--- src/rtl/adma_desc_fetch.sv ---
// ADMA2 descriptor fetch engine: issues pipelined RAM word reads, assembles a 2- or 3-word
// descriptor, checks its valid bit and presents the decoded fields over valid/ready.
module adma_desc_fetch #(
   parameter int unsigned ADDR_W = 64,
   parameter int unsigned RD_LAT = 1
) (
   input  logic              CLK,
   input  logic              RESET_N,
   input  logic              start,
   input  logic              abort,
   input  logic              mode64,
   input  logic [ADDR_W-1:0] address,
   output logic [ADDR_W-1:0] mem_addr,
   output logic              mem_rd,
   input  logic [31:0]       mem_data,
   output logic              desc_valid,
   input  logic              desc_ready,
   output logic [5:0]        desc_attr,
   output logic [16:0]       desc_len,
   output logic [ADDR_W-1:0] desc_addr,
   output logic [ADDR_W-1:0] next_address,
   output logic              error,
   output logic              busy
);

   typedef enum logic [1:0] {StIdle, StIssue, StWait, StHold} state_e;
   typedef struct packed {
      logic       vld;
      logic [1:0] idx;
   } tag_t;

   state_e      state_q;
   logic        mode64_q;
   logic [1:0]  issue_idx_q;
   tag_t        tag_q [RD_LAT];
   logic [21:0] word0_q;  // only {word0[31:16], word0[5:0]} is ever used
   logic [31:0] word1_q;

   logic        start_mode64;
   logic [1:0]  last_idx;
   tag_t        tag_out;
   logic        last_word;
   logic [15:0] len_field;
   logic [63:0] addr_full;

   // A 32-bit address space has no use for the high descriptor word.
   assign start_mode64 = (ADDR_W > 32) && mode64;
   assign last_idx     = mode64_q ? 2'd2 : 2'd1;
   assign tag_out      = tag_q[RD_LAT-1];
   assign last_word    = tag_out.vld && (tag_out.idx == last_idx);
   assign len_field    = word0_q[21:6];
   // The last word is consumed straight off the RAM bus in the cycle it arrives.
   assign addr_full    = mode64_q ? {mem_data, word1_q} : {32'h0, mem_data};

   always_ff @(posedge CLK or negedge RESET_N) begin
      if (!RESET_N) begin
         state_q      <= StIdle;
         mode64_q     <= 1'b0;
         issue_idx_q  <= '0;
         word0_q      <= '0;
         word1_q      <= '0;
         for (int unsigned i = 0; i < RD_LAT; i++) tag_q[i] <= '0;
         mem_addr     <= '0;
         mem_rd       <= 1'b0;
         desc_valid   <= 1'b0;
         desc_attr    <= '0;
         desc_len     <= '0;
         desc_addr    <= '0;
         next_address <= '0;
         error        <= 1'b0;
         busy         <= 1'b0;
      end else begin
         error <= 1'b0;
         tag_q[0] <= '{vld: mem_rd, idx: issue_idx_q};
         for (int unsigned i = 1; i < RD_LAT; i++) tag_q[i] <= tag_q[i-1];
         if (tag_out.vld && tag_out.idx == 2'd0) word0_q <= {mem_data[31:16], mem_data[5:0]};
         if (tag_out.vld && tag_out.idx == 2'd1) word1_q <= mem_data;

         if (abort) begin
            state_q    <= StIdle;
            mem_rd     <= 1'b0;
            desc_valid <= 1'b0;
            busy       <= 1'b0;
            for (int unsigned i = 0; i < RD_LAT; i++) tag_q[i] <= '0;
         end else begin
            case (state_q)
               StIdle: begin
                  if (start) begin
                     mode64_q     <= start_mode64;
                     mem_addr     <= address;
                     mem_rd       <= 1'b1;
                     issue_idx_q  <= 2'd0;
                     next_address <= address + (start_mode64 ? ADDR_W'(12) : ADDR_W'(8));
                     busy         <= 1'b1;
                     state_q      <= StIssue;
                  end
               end
               StIssue: begin
                  if (issue_idx_q == last_idx) begin
                     mem_rd  <= 1'b0;
                     state_q <= StWait;
                  end else begin
                     issue_idx_q <= issue_idx_q + 2'd1;
                     mem_addr    <= mem_addr + ADDR_W'(4);
                  end
               end
               StWait: begin
                  if (last_word) begin
                     if (word0_q[0]) begin
                        desc_attr  <= word0_q[5:0];
                        desc_len   <= (len_field == 16'h0) ? 17'h10000 : {1'b0, len_field};
                        desc_addr  <= addr_full[ADDR_W-1:0];
                        desc_valid <= 1'b1;
                        state_q    <= StHold;
                     end else begin
                        error   <= 1'b1;
                        busy    <= 1'b0;
                        state_q <= StIdle;
                     end
                  end
               end
               StHold: begin
                  if (desc_ready) begin
                     desc_valid <= 1'b0;
                     busy       <= 1'b0;
                     state_q    <= StIdle;
                  end
               end
               default: state_q <= StIdle;
            endcase
         end
      end
   end

endmodule

--- config.mk ---
export PLATFORM = sky130hd
export DESIGN_NAME = adma_desc_fetch
export DESIGN_NICKNAME = d
export VERILOG_FILES = /design/src/rtl/adma_desc_fetch.sv
export SDC_FILE = /design/constraint.sdc
export NUM_CORES = 1
export LEC_CHECK = 0
export ABC_AREA = 0
export CAP_MARGIN = 40
export CORE_MARGIN = 5
export CORE_UTILIZATION = 46
export DETAILED_ROUTE_END_ITERATION = 10
export PLACE_DENSITY = 0.77
export SLEW_MARGIN = 30
export SYNTH_ARGS = -nofsm -noshare
export SYNTH_HDL_FRONTEND = slang
export SYNTH_SLANG_ARGS = --single-unit
--- constraint.sdc ---
create_clock -name CLK -period 2.6 [get_ports CLK]
set_clock_uncertainty 0.2 [all_clocks]
set_input_delay 0.52 -clock CLK [delete_from_list [all_inputs] [get_ports CLK]]
set_output_delay 0.52 -clock CLK [all_outputs]
set_load 0.01 [all_outputs]
### Word-level counts from Yosys, hierarchy flattened

Cells that the tools add are included.

* input bits: 102
* register bits after elaboration: 281
* output and inout port bits: 219
* bits in latches: 0
* memory bits (writable): 0
* memory bits (read-only): 0
* logic and storage cells: 86
* memories kept: 0

* equal/unequal tests: 14
* add/sub/neg operators: 3
* reductions and logical operators: 17
* bitwise operators: 1
* multipliers: 0
* shift-type cells: 0
* div/mod/pow operators: 0
* muxes and demuxes: 35
* magnitude comparators: 0

Operators with widths (number)
* $mux W64: 3
* $pmux W64 S2: 1
* $add A64 B3 Y64 const B: 1
* $add A64 B4 Y64: 1
* $mux W2: 9
* $ne A3 B3 Y1 const B: 6
* $mux W17: 1
* $logic_not A16 Y1: 1
* $reduce_and A4 Y1: 4
* $mux W1: 14
* $pmux W2 S4: 1
* $mux W3: 2
* $reduce_and A3 Y1: 2
* $reduce_bool A3 Y1: 2
* $reduce_and A5 Y1: 1
* $eq A2 B1 Y1 const B: 2
* $eq A2 B2 Y1: 2
* $eq A2 B2 Y1 const B: 2
* $logic_not A2 Y1: 2
* $ne A2 B2 Y1 const B: 2
* $pmux W1 S2: 2
* $pmux W2 S2: 1
* $reduce_bool A4 Y1: 1
* $logic_and A1 B1 Y1: 3
* other kinds (4): 4

### Longest topological paths before layout

* depth after elaboration: 6
* mapped depth: 11
* mapped depth without buffers: 9

### Worst setup path after synthesis

OpenSTA, ideal clock, no wires.

* path kind: input port to flip-flop
* start: input port abort
* end: register mem_addr[41]
* required time: 2274 ps
* cell stages on the path: 7
* slack: 37 ps
* data arrival time: 2237 ps
* buffers on the path: 4
* cell sequence: buf_6 -> or2_4 -> or4_1 -> clkbuf_1 -> buf_2 -> buf_1 -> a221o_1

* word-level cells in the longest chain between the ends: 2

RTL lines
* start: declaration: RTL line 10 `input logic abort,`
* $not A1 Y1 (no line)
* $reduce_and A4 Y1 (no line)
* end signal: assignment: RTL line 90 `mem_addr <= address;`
* end signal: assignment: RTL line 104 `mem_addr <= mem_addr + ADDR_W'(4);`
* end: declaration: RTL line 13 `output logic [ADDR_W-1:0] mem_addr,`

No other way between the ends.
A chain may end at the register's enable or synchronous reset.

### Worst setup path in the final report

* start: input port address[3]
* end: register next_address[52]

* word-level cells in the longest chain between the ends: 1

RTL lines
* start: declaration: RTL line 12 `input logic [ADDR_W-1:0] address,`
* $add A64 B4 Y64: RTL line 93 `next_address <= address + (start_mode64 ? ADDR_W'(12) : ADDR_W'(8));`
* end signal: assignment: RTL line 93
* end: declaration: RTL line 21 `output logic [ADDR_W-1:0] next_address,`

No other way between the ends.

==> results.md <==
- Status: complete, no violations
- Post-Synthesis Cell Area: 13800 um^2
- Drt total wl: 44.7 mm
- Peak supply drop: 0.729 mV
- Hold Vio Cnt, Final: 0
- Switching share of power: 0.358
- Yosys cell types: 70
- FF+latch count, synth: 281
- CTS sink count: 281
- Via density: 5.62
- Mapped Cells: 1435
- Post-synth top area share: 0.510
- Gr usage total: 0.256
- Global-route wire length before repair: 70.3 mm
- Worst path arrival time: 2.77 ns
- DIE AREA: 33500 um^2
- Pre-antenna DRT Iters: 5
- Clk Latency, worst-skew pair: 0.55 ns
- Placer Congestion: 0.923
- Layout cell share with drive strength beyond 1: 0.178
- Top_reg_cell synth: dfrtp_1
- Worst-Margin Slew: 0.545 ns
- Post-DP HPWL: 33.1 mm
- CP Capture Type: flop
- Via count: 13000
- Die height: 183 um
- Internal: 12500 uW
- Largest net degree at the start of global routing: 62
- Setup crit start kind: input pin
- Yosys warnings: 0
- Cts bufs inserted: 30
- Antenna violations before repair: 0
- Critical Path RT: 2.84 ns
- Die W: 183 um
- Fillers: 2280
- Syn avg cell area: 9.60 um^2
- Cell taking the most area after synthesis: dfrtp_1
- Crit-path cells: clkdlybuf4s50_1, inv_1, ha_2, and3b_2, nand4_1, buf_4, nor4_4, buf_6, buf_12, nand3_1, xor2_2, o21ai_1
- Max Fclk: 394 MHz
- Post-Syn Nets: 1540
- Area of the multi-input gates: 6390 um^2
- DRT iter0 DRCs: 779
- Root Driver: clkbuf_16
- Clk network pwr share: 0.212
- Synth-to-layout area growth: 44.3%
- Initial Util: 0.465
- GR Overflow Total: 0
- Post-synth EDFFs: 0
- H-tree levels: 1
- Clock Path Buffers: 3
- Final Total Pwr: 19500 uW
- I/O Pins: 321
- Vias in the first global route: 12900
- Sequential area share after synthesis: 0.510
- CTS tree: built
- Buffers on Ports: 320
- Register area: 7030 um^2
- Leakage power: 0.00852 uW
- Worst path top cell family by delay: buffers and inverters
- Placed cell count: 2249
- Logic pwr share: 0.423
- Core Area: 29600 um^2
- Worst rel slew slack: 0.637
- Wirelength per Cell: 19.4 um
- Asr flop ratio synth: 1.00
- Remaining antenna violation count: 0
- Crit-path max cell delay: 0.49 ns
- Final setup fails: 0
- Final Non-Filler Cells: 2304
- Ant diodes: 0
- Nets: 2001
- Clock transition at the registers of the reported paths: 0.06 ns
- Slowest cell on the critical path: clkdlybuf4s50_1
- PD cells: 983 nW/um^2
- Reg power frac: 0.365
- Max Cap Violations: 0
- DRC Markers: 0
- Buf/Inv on CP: 5
- Setup CP Type: in -> reg
- CP Max Fanout: 7
- Slew Limit Fails: 0
- Min-Delay Path Class: in -> reg
- # rows: 63
- Final Critical Period: 2.54 ns
- Net Switching: 6990 uW
- Fin crit share: 0.977
- Top post-synthesis cells by area: dfrtp_1, nand2_1, o21ai_0
synthesized netlist by cell type, drive strengths merged (2+ instances only):
cell type    n
nor3b        2
o22a        11
xnor2       13
and2         8
buf         18
o21ai      170
a21oi       65
and4        16
or2          2
a2bb2oi      9
nand4       38
o31ai        2
o21a         2
and3        23
mux2        62
nor2        67
a32oi        2
or3          3
nand3       77
mux2i       39
and3b        2
a31oi        8
a211o        2
nor3        21
a22oi        6
a22o        17
clkbuf      74
xor2        47
nor4        23
inv         13
nor2b        5
dfrtp      281
a21o         4
ha           3
o22ai       12
or4          6
nand2b       6
nand2      252
a221o        4
o311ai       4
nand3b       2
o211ai       3
cell type report:
| type | instances | share of cell area |
|---|---|---|
| sequential | 281 | 0.354 |
| multi-input combinational | 1049 | 0.321 |
| timing repair buffer | 521 | 0.251 |
| clock buffer | 40 | 0.0417 |
| tap | 390 | 0.0245 |
| clock inverter | 10 | 0.00503 |
| inverter | 13 | 0.00245 |
routing by layer:
layer  vias up  part of all wire  GRT usage
met4         0             0.028     0.0653
met5         -                 0          0
met3        83             0.090     0.0676
li1       6042                 -          -
met1      6309              0.40      0.328
met2       516              0.48      0.434
what timing repair did:
item                                    4_1_cts  5_1_grt
gates resized for setup                       0       16
hold endpoints to repair                     52        0
setup buffers                                 0        3
hold buffers                                  1        0
endpoints found under the setup margin        0       64
per-stage QoR:
| step | worst slack, ns | hold slack [ns] | utilization | setup TNS, ns | instance area [um^2] |
|---|---|---|---|---|---|
| after global placement | -0.554 | 0.248 | 0.636 | -39.23 | 18800 |
| after detailed placement | -0.562 | 0.270 | 0.636 | -43.47 | 18800 |
| after global routing | -0.0164 | 0.144 | 0.671 | -0.0164 | 19900 |
| after CTS | 0.0118 | 0.282 | 0.668 | 0 | 19800 |
| after floorplan | 0.0374 | 0.0244 | - | 0 | 13800 |
| final | 0.0604 | 0.122 | 0.671 | 0 | 19900 |
sequential cells by signal, summed over array words and instances (netlist names):
signal and count:
mem_rd 1, desc_len 17, desc_attr 6, word0_q 22, error 1, next_address 64
mode64_q 1, tag_out 3, busy 1, state_q 2, mem_addr 64, desc_addr 64
desc_valid 1, word1_q 32, issue_idx_q 2
power by group through the flow:
stage          Combinational (uW)  Clock, uW  Sequential [uW]
2_1_floorplan                3280          0             7530
3_3_place_gp                 8040          0             7100
3_5_place_dp                 8220          0             7160
4_1_cts                      8270       4210             7110
5_1_grt                      8940       4400             7350
6_report                     8260       4140             7140
worst min-delay path, delay by kind of cell:
| family | cells | cell delay (ns) |
|---|---|---|
| AND/OR/NAND/NOR | 2 | 0.08 |
| buffers and inverters | 2 | 0.24 |
cell families (layout without fill, tap and decap cells):
family,count (synthesis),count (layout),share of synthesized area
buffers and inverters,105,584,0.0313
DFF,281,281,0.510
AOI/OAI and AO/OA,330,330,0.142
xor gates and xnor gates,60,60,0.0381
muxes,101,101,0.0790
and+or+nand+nor,555,555,0.197
adders and majority gates,3,3,0.00272
path summary, 6_finish.rpt:
path | cells after the start | startpoint | endpoint | slack [ns]
max in group asynchronous | 3 | RESET_N | next_address[16]$_DFFE_PN0P_ | 1.19
min in group asynchronous | 2 | RESET_N | desc_addr[25]$_DFFE_PN0P_ | 0.33
min | 4 | mode64 | mode64_q$_DFFE_PN0P_ | 0.12
max reg2reg | 7 | mem_addr[21]$_DFFE_PN0P_ | mem_addr[52]$_DFFE_PN0P_ | 0.11
min reg2reg | 2 | mem_addr[0]$_DFFE_PN0P_ | mem_addr[0]$_DFFE_PN0P_ | 0.28
max | 12 | address[3] | next_address[52]$_DFFE_PN0P_ | 0.06
cells in the final DEF, fill, tap and decap left out, types with 4 or more instances in the layout:
master           count
a22oi_1              6
dfrtp_1            280
nor2b_1              5
clkdlybuf4s50_1    317
a2bb2oi_1            9
and4_1              15
mux2_2              62
a21o_1               4
o21ai_0            153
and2_1               8
buf_4              176
nand4_1             37
a221o_1              4
buf_6                4
nor2_1              64
a31oi_1              8
nand2b_1             5
xnor2_1             13
nor3_1              20
nand2_1            249
clkbuf_16           32
inv_1               13
o21ai_1             16
clkinv_2             8
xor2_1              46
and3_1              23
nand3_1             76
clkbuf_1             7
o22ai_1             12
o22a_1              11
mux2i_1             39
nor4_1              16
a21oi_1             64
a22o_1              17
nor4_4               4
buf_12              19
(Power assumes the default switching activity.)
